**config.mk**
```make
export PLATFORM = sky130hd
export DESIGN_NAME = keypad_bcd_entry_flat
export DESIGN_NICKNAME = d
export VERILOG_FILES = /design/src/rtl/keypad_bcd_entry_if.sv /design/src/rtl/keypad_bcd_entry.sv /design/src/flat_wrapper.sv
export SDC_FILE = /design/constraint.sdc
export NUM_CORES = 1
export LEC_CHECK = 0
export CORE_AREA = 10 10 101 103
export CTS_BUF_LIST = sky130_fd_sc_hd__clkbuf_8 sky130_fd_sc_hd__clkbuf_16
export CTS_CLUSTER_DIAMETER = 200
export DETAILED_ROUTE_END_ITERATION = 6
export DIE_AREA = 0 0 111 113
export REMOVE_ABC_BUFFERS = 1
export SLEW_MARGIN = 20
export SYNTH_ARGS = -nofsm -noshare
export SYNTH_HDL_FRONTEND = slang
export SYNTH_SLANG_ARGS = --single-unit
```
**constraint.sdc**
```tcl
create_clock -name clk -period 4.4 [get_ports clk]
set_clock_uncertainty 0.05 [all_clocks]
set_input_delay 0.66 -clock clk [delete_from_list [all_inputs] [get_ports clk]]
set_output_delay 0.66 -clock clk [all_outputs]
set_load 0.005 [all_outputs]
```
**src/rtl/keypad_bcd_entry_if.sv**
```systemverilog
// keypad_bcd_entry_if: keypad scan lines and BCD entry outputs of keypad_bcd_entry
interface keypad_bcd_entry_if;
    logic [3:0] row_in;
    logic [3:0] col_out;
    logic [3:0] digit2;
    logic [3:0] digit1;
    logic [3:0] digit0;
    logic       key_valid;
    logic [3:0] key_code;
    logic       entry_done;
    logic       entry_err;
    modport master (
        input  row_in,
        output col_out, digit2, digit1, digit0, key_valid, key_code, entry_done, entry_err
    );
    modport slave (
        output row_in,
        input  col_out, digit2, digit1, digit0, key_valid, key_code, entry_done, entry_err
    );
endinterface

```
**src/rtl/keypad_bcd_entry.sv**
```systemverilog
// keypad_bcd_entry: scans a 4x4 keypad, debounces presses and builds a 3-digit BCD entry
module keypad_bcd_entry #(
    parameter int DIV_EXP = 17,
    parameter int DEB_CNT = 4,
    parameter int MAX_VAL = 321
) (
    input logic clk,
    input logic reset,
    keypad_bcd_entry_if.master kp
);
    typedef enum logic [1:0] {SCAN, DEBOUNCE, PRESSED, RELEASE} state_t;
    localparam int CW = $clog2(DEB_CNT + 1);
    state_t state, state_nxt;
    logic [DIV_EXP-1:0] div_cnt;
    logic tick;
    logic [3:0] row_s1, row_s2;
    logic [1:0] col_idx, col_nxt, row_lat, row_nxt, low_idx;
    logic [CW-1:0] cnt, cnt_nxt, cnt_inc;
    logic low_any, is_digit, reject;
    logic [3:0] key, r4, c4;
    logic [9:0] shv;
    assign kp.col_out = ~(4'b0001 << col_idx);
    assign low_any = ~&row_s2;
    assign low_idx = !row_s2[0] ? 2'd0 : !row_s2[1] ? 2'd1 : !row_s2[2] ? 2'd2 : 2'd3;
    assign cnt_inc = cnt + CW'(1);
    assign r4 = {2'b00, row_lat};
    assign c4 = {2'b00, col_idx};
    // column 3 holds A-D, row 3 holds * 0 #; the rest is a plain 1-9 grid
    assign key = c4 == 4'd3 ? 4'd10 + r4 :
                 r4 != 4'd3 ? r4 * 4'd3 + c4 + 4'd1 :
                 c4 == 4'd0 ? 4'd14 : c4 == 4'd1 ? 4'd0 : 4'd15;
    assign is_digit = key < 4'd10;
    assign shv = 10'(kp.digit1) * 10'd100 + 10'(kp.digit0) * 10'd10 + 10'(key);
    assign reject = kp.digit2 != 4'd0 || 32'(shv) > MAX_VAL;
    always_ff @(posedge clk or posedge reset) begin
        if (reset) begin
            div_cnt <= '0;
            tick    <= 1'b0;
            row_s1  <= '1;
            row_s2  <= '1;
            state   <= SCAN;
            col_idx <= '0;
            row_lat <= '0;
            cnt     <= '0;
        end else begin
            div_cnt <= div_cnt + DIV_EXP'(1);
            tick    <= &div_cnt;
            row_s1  <= kp.row_in;
            row_s2  <= row_s1;
            state   <= state_nxt;
            col_idx <= col_nxt;
            row_lat <= row_nxt;
            cnt     <= cnt_nxt;
        end
    end
    always_comb begin
        state_nxt = state;
        col_nxt   = col_idx;
        row_nxt   = row_lat;
        cnt_nxt   = cnt;
        if (state == PRESSED) begin
            state_nxt = RELEASE;
            cnt_nxt   = '0;
        end else if (tick) begin
            case (state)
                SCAN: begin
                    if (low_any) begin
                        state_nxt = DEBOUNCE;
                        row_nxt   = low_idx;
                        cnt_nxt   = '0;
                    end else begin
                        col_nxt = col_idx + 2'd1;
                    end
                end
                DEBOUNCE: begin
                    if (row_s2[row_lat]) begin
                        state_nxt = SCAN;
                        cnt_nxt   = '0;
                    end else if (cnt_inc == CW'(DEB_CNT - 1)) begin
                        state_nxt = PRESSED;
                        cnt_nxt   = '0;
                    end else begin
                        cnt_nxt = cnt_inc;
                    end
                end
                RELEASE: begin
                    if (low_any) begin
                        cnt_nxt = '0;
                    end else if (cnt_inc == CW'(DEB_CNT)) begin
                        state_nxt = SCAN;
                        cnt_nxt   = '0;
                    end else begin
                        cnt_nxt = cnt_inc;
                    end
                end
                default: ;
            endcase
        end
    end
    // outputs register on the edge that leaves PRESSED, so digits and key_valid change together
    always_ff @(posedge clk or posedge reset) begin
        if (reset) begin
            kp.key_valid  <= 1'b0;
            kp.entry_err  <= 1'b0;
            kp.entry_done <= 1'b0;
            kp.key_code   <= '0;
            kp.digit2     <= '0;
            kp.digit1     <= '0;
            kp.digit0     <= '0;
        end else begin
            kp.key_valid <= state == PRESSED;
            kp.entry_err <= state == PRESSED && is_digit && reject;
            if (state == PRESSED) begin
                kp.key_code <= key;
                if (is_digit && !reject) begin
                    kp.digit2     <= kp.digit1;
                    kp.digit1     <= kp.digit0;
                    kp.digit0     <= key;
                    kp.entry_done <= 1'b0;
                end else if (key == 4'd14) begin
                    kp.digit2     <= '0;
                    kp.digit1     <= '0;
                    kp.digit0     <= '0;
                    kp.entry_done <= 1'b0;
                end else if (key == 4'd15) begin
                    kp.entry_done <= 1'b1;
                end
            end
        end
    end
endmodule

```
**src/flat_wrapper.sv**
```systemverilog
// flat-port wrapper written by rule: the top's interface ports become plain ports
module keypad_bcd_entry_flat 
#(
    parameter int DIV_EXP = 17,
    parameter int DEB_CNT = 4,
    parameter int MAX_VAL = 321
)
  (clk, reset, kp_row_in, kp_col_out, kp_digit2, kp_digit1, kp_digit0, kp_key_valid, kp_key_code, kp_entry_done, kp_entry_err);
  keypad_bcd_entry_if kp_i ();
  input logic clk;
  input logic reset;
  input wire logic [$bits(kp_i.row_in)-1:0] kp_row_in;
  output wire logic [$bits(kp_i.col_out)-1:0] kp_col_out;
  output wire logic [$bits(kp_i.digit2)-1:0] kp_digit2;
  output wire logic [$bits(kp_i.digit1)-1:0] kp_digit1;
  output wire logic [$bits(kp_i.digit0)-1:0] kp_digit0;
  output wire logic [$bits(kp_i.key_valid)-1:0] kp_key_valid;
  output wire logic [$bits(kp_i.key_code)-1:0] kp_key_code;
  output wire logic [$bits(kp_i.entry_done)-1:0] kp_entry_done;
  output wire logic [$bits(kp_i.entry_err)-1:0] kp_entry_err;
  assign kp_i.row_in = kp_row_in;
  assign kp_col_out = kp_i.col_out;
  assign kp_digit2 = kp_i.digit2;
  assign kp_digit1 = kp_i.digit1;
  assign kp_digit0 = kp_i.digit0;
  assign kp_key_valid = kp_i.key_valid;
  assign kp_key_code = kp_i.key_code;
  assign kp_entry_done = kp_i.entry_done;
  assign kp_entry_err = kp_i.entry_err;
  keypad_bcd_entry #(.DIV_EXP(DIV_EXP), .DEB_CNT(DEB_CNT), .MAX_VAL(MAX_VAL)) u_core (.clk(clk), .reset(reset), .kp(kp_i));
endmodule
```
# == After elaboration in Yosys (flattened, before gate mapping) ==
# Index checks and enable logic that the tools add are counted.
# totals
regBits,54
input_bits,6
out_inout_bits,23
elab_cells,99
# op_classes
add_sub_neg,8
n_mul,3
n_lt_le_gt_ge,3
n_eq_ne,14
n_shift,1
muxes,32
bitwise_logic,3
n_reduce_logical,20
# op_table
operator,count
$mux W4,8
$mux W3,7
$mux W2,9
$add A17 B1 Y17 const B,1
$reduce_and A17 Y1,1
$add A10 B4 Y10,1
$add A10 B8 Y10,1
$gt A10 B9 Y1 const B,1
$pmux W3 S3,1
$eq A4 B4 Y1 const B,2
$mul A4 B5 Y8 const B,1
$reduce_and A4 Y1,2
$reduce_bool A4 Y1,2
$mul A4 B3 Y7 const B,1
$reduce_and A7 Y1,1
$eq A2 B2 Y1 const B,3
$ne A3 B1 Y1 const B,2
$pmux W2 S3,1
$reduce_and A6 Y1,1
$mux W1,5
$add A4 B1 Y4 const B,1
$add A4 B2 Y4,1
$add A4 B2 Y4 const A,1
$eq A2 B1 Y1 const B,2
other kinds (23),28

# == Logic depth before layout (Yosys ltp) ==
# Gate-level depths: netlist (run 1).
# depth
depth_word,12
mapped_depth,19
depth_no_buf,18

# == Worst setup path after synthesis (run 1) ==
# No wires, ideal clock.
# synth_timing
path_kind,reg-to-reg
startpoint,register u_core.row_lat[0]
endpoint,register u_core.kp.digit0[0]
setup_time_ns,0.133
arrival_time_ns,4.353
t_required_ns,4.217
path_slack_ns,-0.136
path_stages_with_launch,19
path_buffers,1
synth_period_minus_slack_ns,4.536
cell_sequence,dfrtp_1 fa_1 inv_1 fa_1 xor2_1 o211ai_1 nand2_1 inv_1 fa_1 ha_1 inv_1 fa_1 xnor2_1 nor4b_1 o21ai_1 a211o_1 a2111o_1 buf_6 mux2i_1
# synth_between
elab_chain_cells,12
word_cells_on_any_way,17
classes_between,4 x add/sub; 1 x mul; 2 x order compare; 2 x eq/ne; 3 x mux; 5 x reduce/logical
# synth_lines
item,line,text
from (decl),keypad_bcd_entry.sv:17,"logic [1:0] col_idx, col_nxt, row_lat, row_nxt, low_idx;"
from (signal assigned),keypad_bcd_entry.sv:52,row_lat <= row_nxt;
$mul A2 B2 Y4,keypad_bcd_entry.sv:30,r4 != 4'd3 ? r4 * 4'd3 + c4 + 4'd1 :
$add A4 B2 Y4,keypad_bcd_entry.sv:30,
$add A4 B1 Y4,keypad_bcd_entry.sv:30,
$mux W4,keypad_bcd_entry.sv:30,
$mux W4 *,keypad_bcd_entry.sv:29,assign key = c4 == 4'd3 ? 4'd10 + r4 :
named net u_core.key[2],keypad_bcd_entry.sv:20,"logic [3:0] key, r4, c4;"
$add A10 B4 Y10,keypad_bcd_entry.sv:33,assign shv = 10'(kp.digit1) * 10'd100 + 10'(kp.digit0) * 10'd10 + 10'(key);
$gt A10 B9 Y1,keypad_bcd_entry.sv:34,assign reject = kp.digit2 != 4'd0 || 32'(shv) > MAX_VAL;
$logic_or A1 B1 Y1,keypad_bcd_entry.sv:34,
$logic_not A1 Y1,keypad_bcd_entry.sv:115,if (is_digit && !reject) begin
$logic_and A1 B1 Y1,keypad_bcd_entry.sv:115,
$reduce_bool A2 Y1 (no source line),--,
$reduce_and A2 Y1 (no source line),--,
to (signal assigned),keypad_bcd_entry.sv:118,kp.digit0 <= key;
to (decl),keypad_bcd_entry_if.sv:14,"output col_out, digit2, digit1, digit0, key_valid, key_code, entry_done, entry_err"
# The timed path passes the listed nets; every way through them passes the cells marked *.
# A chain may end at the register's enable or synchronous reset.

# == Worst setup path after layout (run 1) ==
# layout_timing
startpoint,register u_core.row_lat[0]
endpoint,register u_core.kp.digit0[1]
# layout_between
elab_chain_cells,12
word_cells_on_any_way,17
classes_between,4 x add/sub; 1 x mul; 2 x order compare; 2 x eq/ne; 3 x mux; 5 x reduce/logical
# layout_lines
item,line
$mul A2 B2 Y4,keypad_bcd_entry.sv:30
$add A4 B2 Y4,keypad_bcd_entry.sv:30
$add A4 B1 Y4,keypad_bcd_entry.sv:30
$mux W4,keypad_bcd_entry.sv:30
$mux W4 *,keypad_bcd_entry.sv:29
$add A10 B4 Y10,keypad_bcd_entry.sv:33
$gt A10 B9 Y1,keypad_bcd_entry.sv:34
$logic_or A1 B1 Y1,keypad_bcd_entry.sv:34
$logic_not A1 Y1,keypad_bcd_entry.sv:115
$logic_and A1 B1 Y1,keypad_bcd_entry.sv:115
$reduce_bool A2 Y1 (no source line),--
$reduce_and A2 Y1 (no source line),--
# Every way passes the cells marked *; elsewhere a longest branch is shown, timed or not.

==> results by group, run 1 <==
Floorplan
  • Die Area: around 13000 sq um
  • Die height: 113 um
  • Die width: 111 um
  • Row count: 33
  • Total I/O pin count: 29
  • Std-Cell Core Area: 8134 sq um
  • Initial core utilization: 0.3961

Finish
  • Total of fill cells in the finished design: between 700 and 800
  • Commonest non-fill, non-tap cells in the layout: 46 x dfrtp_1, 35 x ha_1, 34 x inv_1
  • Register Area: roughly 1400 sq um
  • Share of cells above drive strength 1: 0.1408
  • Most common cell after layout, fill and taps aside: dfrtp_1
  • ANT cells: 0
  • Number of nets in the final layout: between 400 and 500
  • Area Overhead vs Synth: 20.50%
  • Multi-input logic area: around 1700 sq um

Yosys
  • Top cells by area in the synthesized netlist: dfrtp_1 36%, ha_1 14%, dfstp_2 6.5%
  • Xor/xnor cell area share of the yosys netlist: 0.06796
  • Largest family of logic cells by synthesized area: adder cells
  • Synth Area in Adders: 0.1833
  • Simple-Gate Fraction of Synth Area: 0.1421
  • Distinct cell type count after synthesis: 48
  • Number of register bits inferred by synthesis: between 50 and 60
  • Post-synthesis mux area share: 0.04544
  • Async set-reset flop share out of synthesis: 1.000
  • Part of the Yosys area used for sequential elements: 0.4225
  • Mapped Area: roughly 3200 sq um
  • Total number of yosys warnings: 0
  • Synth Area in Compound Gates: 0.08971
  • Number of enable-type register cells in the synthesized netlist: 0
  • Area share of the largest cell type after synthesis: 0.3573
  • Syn Inst Count: approximately 310
  • Area leader, netlist: dfrtp_1
  • Synth Flop Type: dfrtp_1
  • Avg Synthesized Cell Area: approximately 10 sq um

Timing
  • Worst-case headroom to the max-slew limit: 0.4032
  • Final hold violation count: 0
  • Actual transition at the worst max-transition pin: about 0.89 ns
  • Final setup margin: -0.1304 ns
  • Period Utilization, post-route: 1.030
  • Unrepaired setup endpoints after global routing: yes
  • Clock period minus worst slack: 4.530 ns
  • Final Hold Slack: 0.3107 ns
  • Sum Neg Setup Slack: -1.325 ns
  • Highest clock frequency the design can meet: between 200 and 250 MHz
  • Pins over their slew limit: 0
  • Finish-stage setup viols: 13

GRT
  • Global-route total usage across every layer: 0.09830
  • Maximum number of pins on one net before global-route repair: 55
  • Antenna violations before repair: 0
  • First-pass GRT wire length: 10580 um
  • Vias in the first global route: between 2000 and 2500
  • Overflow left after global routing: 0

Route
  • Final antenna-violating net count: 0
  • Number of vias per cell: 4.817
  • Total DRC errors in the routed layout: 0
  • Routed WL per cell: roughly 13 um
  • Number of design-rule violations left by the first detailed-router iteration: 91
  • Total routed wirelength: 6020 um
  • Via count: ~2200
  • Count of TritonRoute iterations in the first routing pass: 4

Critical path
  • Worst flop-to-flop path endpoint: u_core.kp.digit0[1]$_DFFE_PP0P_
  • FF-to-FF path depth: 14
  • Startpoint Class: flop
  • Classification of the worst setup path: reg2reg
  • Nature of the critical path endpoint: flop
  • Register-to-Register Setup Slack: -0.13 ns
  • Peak fanout along the critical path: 4
  • Worst path arrival time: 4.69 ns
  • FF-to-FF Start: u_core.row_lat[0]$_DFFE_PP0P_
  • CP Data Required Time: between 4 and 5 ns

Clock network
  • Clock latency reported for the late side of the worst-skew pair: slightly above 0.3 ns
  • CTS buffer count: 5
  • H-tree Lvls: 2
  • Maximum buffer depth of the clock tree: 2
  • # clock sinks: 54
  • Number of buffers added to fix hold violations after cts: 0
  • Root buf cell: clkbuf_8
  • Clock tree from TritonCTS: built
  • Clock-pin slew on the worst setup and hold paths: approximately 0.1 ns

Placed design
  • Count of buffers inserted at the top-level ports: 28
  • Dpl hpwl: ~4600 um
  • Final Wtd Congestion: ~0.81

Hold path
  • Cell depth of the worst hold path: 0
  • Hold endpoint: u_core.row_s2[1]$_DFF_PP1_
  • Classification of the worst-slack hold path: reg2reg
  • Worst hold path startpoint: u_core.row_s1[1]$_DFF_PP1_

Status
  • Result of the run: finished with violations
  • Violated checks: setup timing

Power
  • Areal power density over the cells: 219.5 nW/um^2
  • Tot Pwr: between 0.0008 and 0.0009 W
  • Worst IR drop on VDD: ~230 uV
  • Leakage power total: 1.936 nW

Run
  • Max Cap Viol: 0
-- power breakdown --
group | internal, W | switching [W]
combinational | 0.00000515 | 0.0000107
sequential | 0.000503 | 0.00000192
clock | 0.000169 | 0.000162
-- per-stage QoR --
stage                 util  cells  instance area, sq um  setup slack, ns
floorplan                -    303                  3199          -0.3115
global placement    0.4559    449                  3709          -0.1567
detailed placement  0.4559    449                  3709          -0.2643
CTS                 0.4772    460                  3881          -0.1046
global route        0.4773    460                  3882          -0.4161
finish              0.4773    460                  3882          -0.1304
-- area by class of cell --
class / count / area share
Tap cell: 105 / 0.03384
Timing Repair Buffer: 44 / 0.1051
Clock buffer: 5 / 0.01772
Multi-Input combinational cell: 213 / 0.4460
Clock inverter: 3 / 0.01160
Inverter: 36 / 0.03513
Sequential cell: 54 / 0.3506
-- cell usage after synthesis, types with 2 or more instances --
master	n
o21ai_1	6
mux2i_1	9
dfstp_2	8
nand4_1	5
nor2b_1	3
xor2_1	6
a211o_1	2
nand2b_1	6
clkbuf_1	3
and3_1	2
dfrtp_1	46
inv_1	36
ha_1	36
and2_1	3
and4_1	2
xnor2_1	19
nor3b_1	4
mux2_2	3
a21oi_1	7
a211oi_1	2
nand3_1	7
fa_1	7
nand2_1	33
nor2_1	14
o22ai_1	3
o21ai_0	13
-- worst max-delay path by stage --
stage / startpoint / to / cells past startpoint
6_report: u_core.row_lat[0]$_DFFE_PP0P_ / u_core.kp.digit0[1]$_DFFE_PP0P_ / 14
5_1_grt: u_core.row_lat[0]$_DFFE_PP0P_ / u_core.kp.digit0[3]$_DFFE_PP0P_ / 18
4_1_cts: u_core.row_lat[0]$_DFFE_PP0P_ / u_core.kp.digit0[1]$_DFFE_PP0P_ / 17
3_5_place_dp: u_core.row_lat[0]$_DFFE_PP0P_ / u_core.kp.digit1[3]$_DFFE_PP0P_ / 18
3_3_place_gp: u_core.row_lat[0]$_DFFE_PP0P_ / u_core.kp.digit1[2]$_DFFE_PP0P_ / 18
2_1_floorplan: u_core.row_lat[0]$_DFFE_PP0P_ / u_core.kp.digit0[1]$_DFFE_PP0P_ / 17
-- critical path, cell delays in order, from the launching register on --
cell and delay, ns:
dfrtp_1 0.41, fa_1 0.51, buf_4 0.15, ha_1 0.28, a21o_1 0.15, a211o_1 0.29
a21oi_4 0.17, fa_1 0.48, fa_2 0.41, xnor2_1 0.15, nor4b_2 0.23, o21ai_1 0.10
a211o_1 0.29, a2111o_1 0.46, mux2_2 0.30
-- state kept, by name (all words and copies together) (netlist names), named ones only --
signal / cells
u_core.kp.key_code: 4
u_core.kp.digit1: 4
u_core.col_idx: 2
u_core.kp.digit2: 4
u_core.row_lat: 2
u_core.state: 1
u_core.kp.key_valid: 1
u_core.tick: 1
u_core.row_s2: 4
u_core.kp.entry_done: 1
u_core.kp.entry_err: 1
u_core.row_s1: 4
u_core.cnt: 3
u_core.kp.digit0: 4
u_core.div_cnt: 17
-- logic make-up after synthesis --
group           count (synthesis)
mux                            13
buf+inv                        40
compound gates                 44
xor+xnor                       25
flops                          54
fa+ha+maj                      43
simple gates                   88
-- metal layers --
layer / part of all wire / global-route usage / wire (um) / vias to the layer above
li1: - / - / - / 1126
met1: 0.48 / 0.1239 / 2868 / 1063
met2: 0.48 / 0.1643 / 2893 / 22
met3: 0.030 / 0.02007 / 178 / 5
met4: 0.013 / 0.03212 / 80 / 0
met5: 0 / 0 / 0 / -
-- timing repair --
| item | 4_1_cts | 5_1_grt |
|---|---|---|
| resized for setup | 9 | 1 |
| buffers inserted | 3 | 0 |
| pin swaps | 2 | 1 |
| endpoints found under the hold margin | 0 | 0 |
| cloned | 0 | 0 |
| endpoints found under the setup margin | 13 | 13 |
(Power assumes the default switching activity.)
==> run 2, diff against run 1 <==
- GPL_ROUTABILITY_DRIVEN: default -> 1
==> results of run 2 <==
The final DEF is identical to that of run 1; final timing and power are the same.
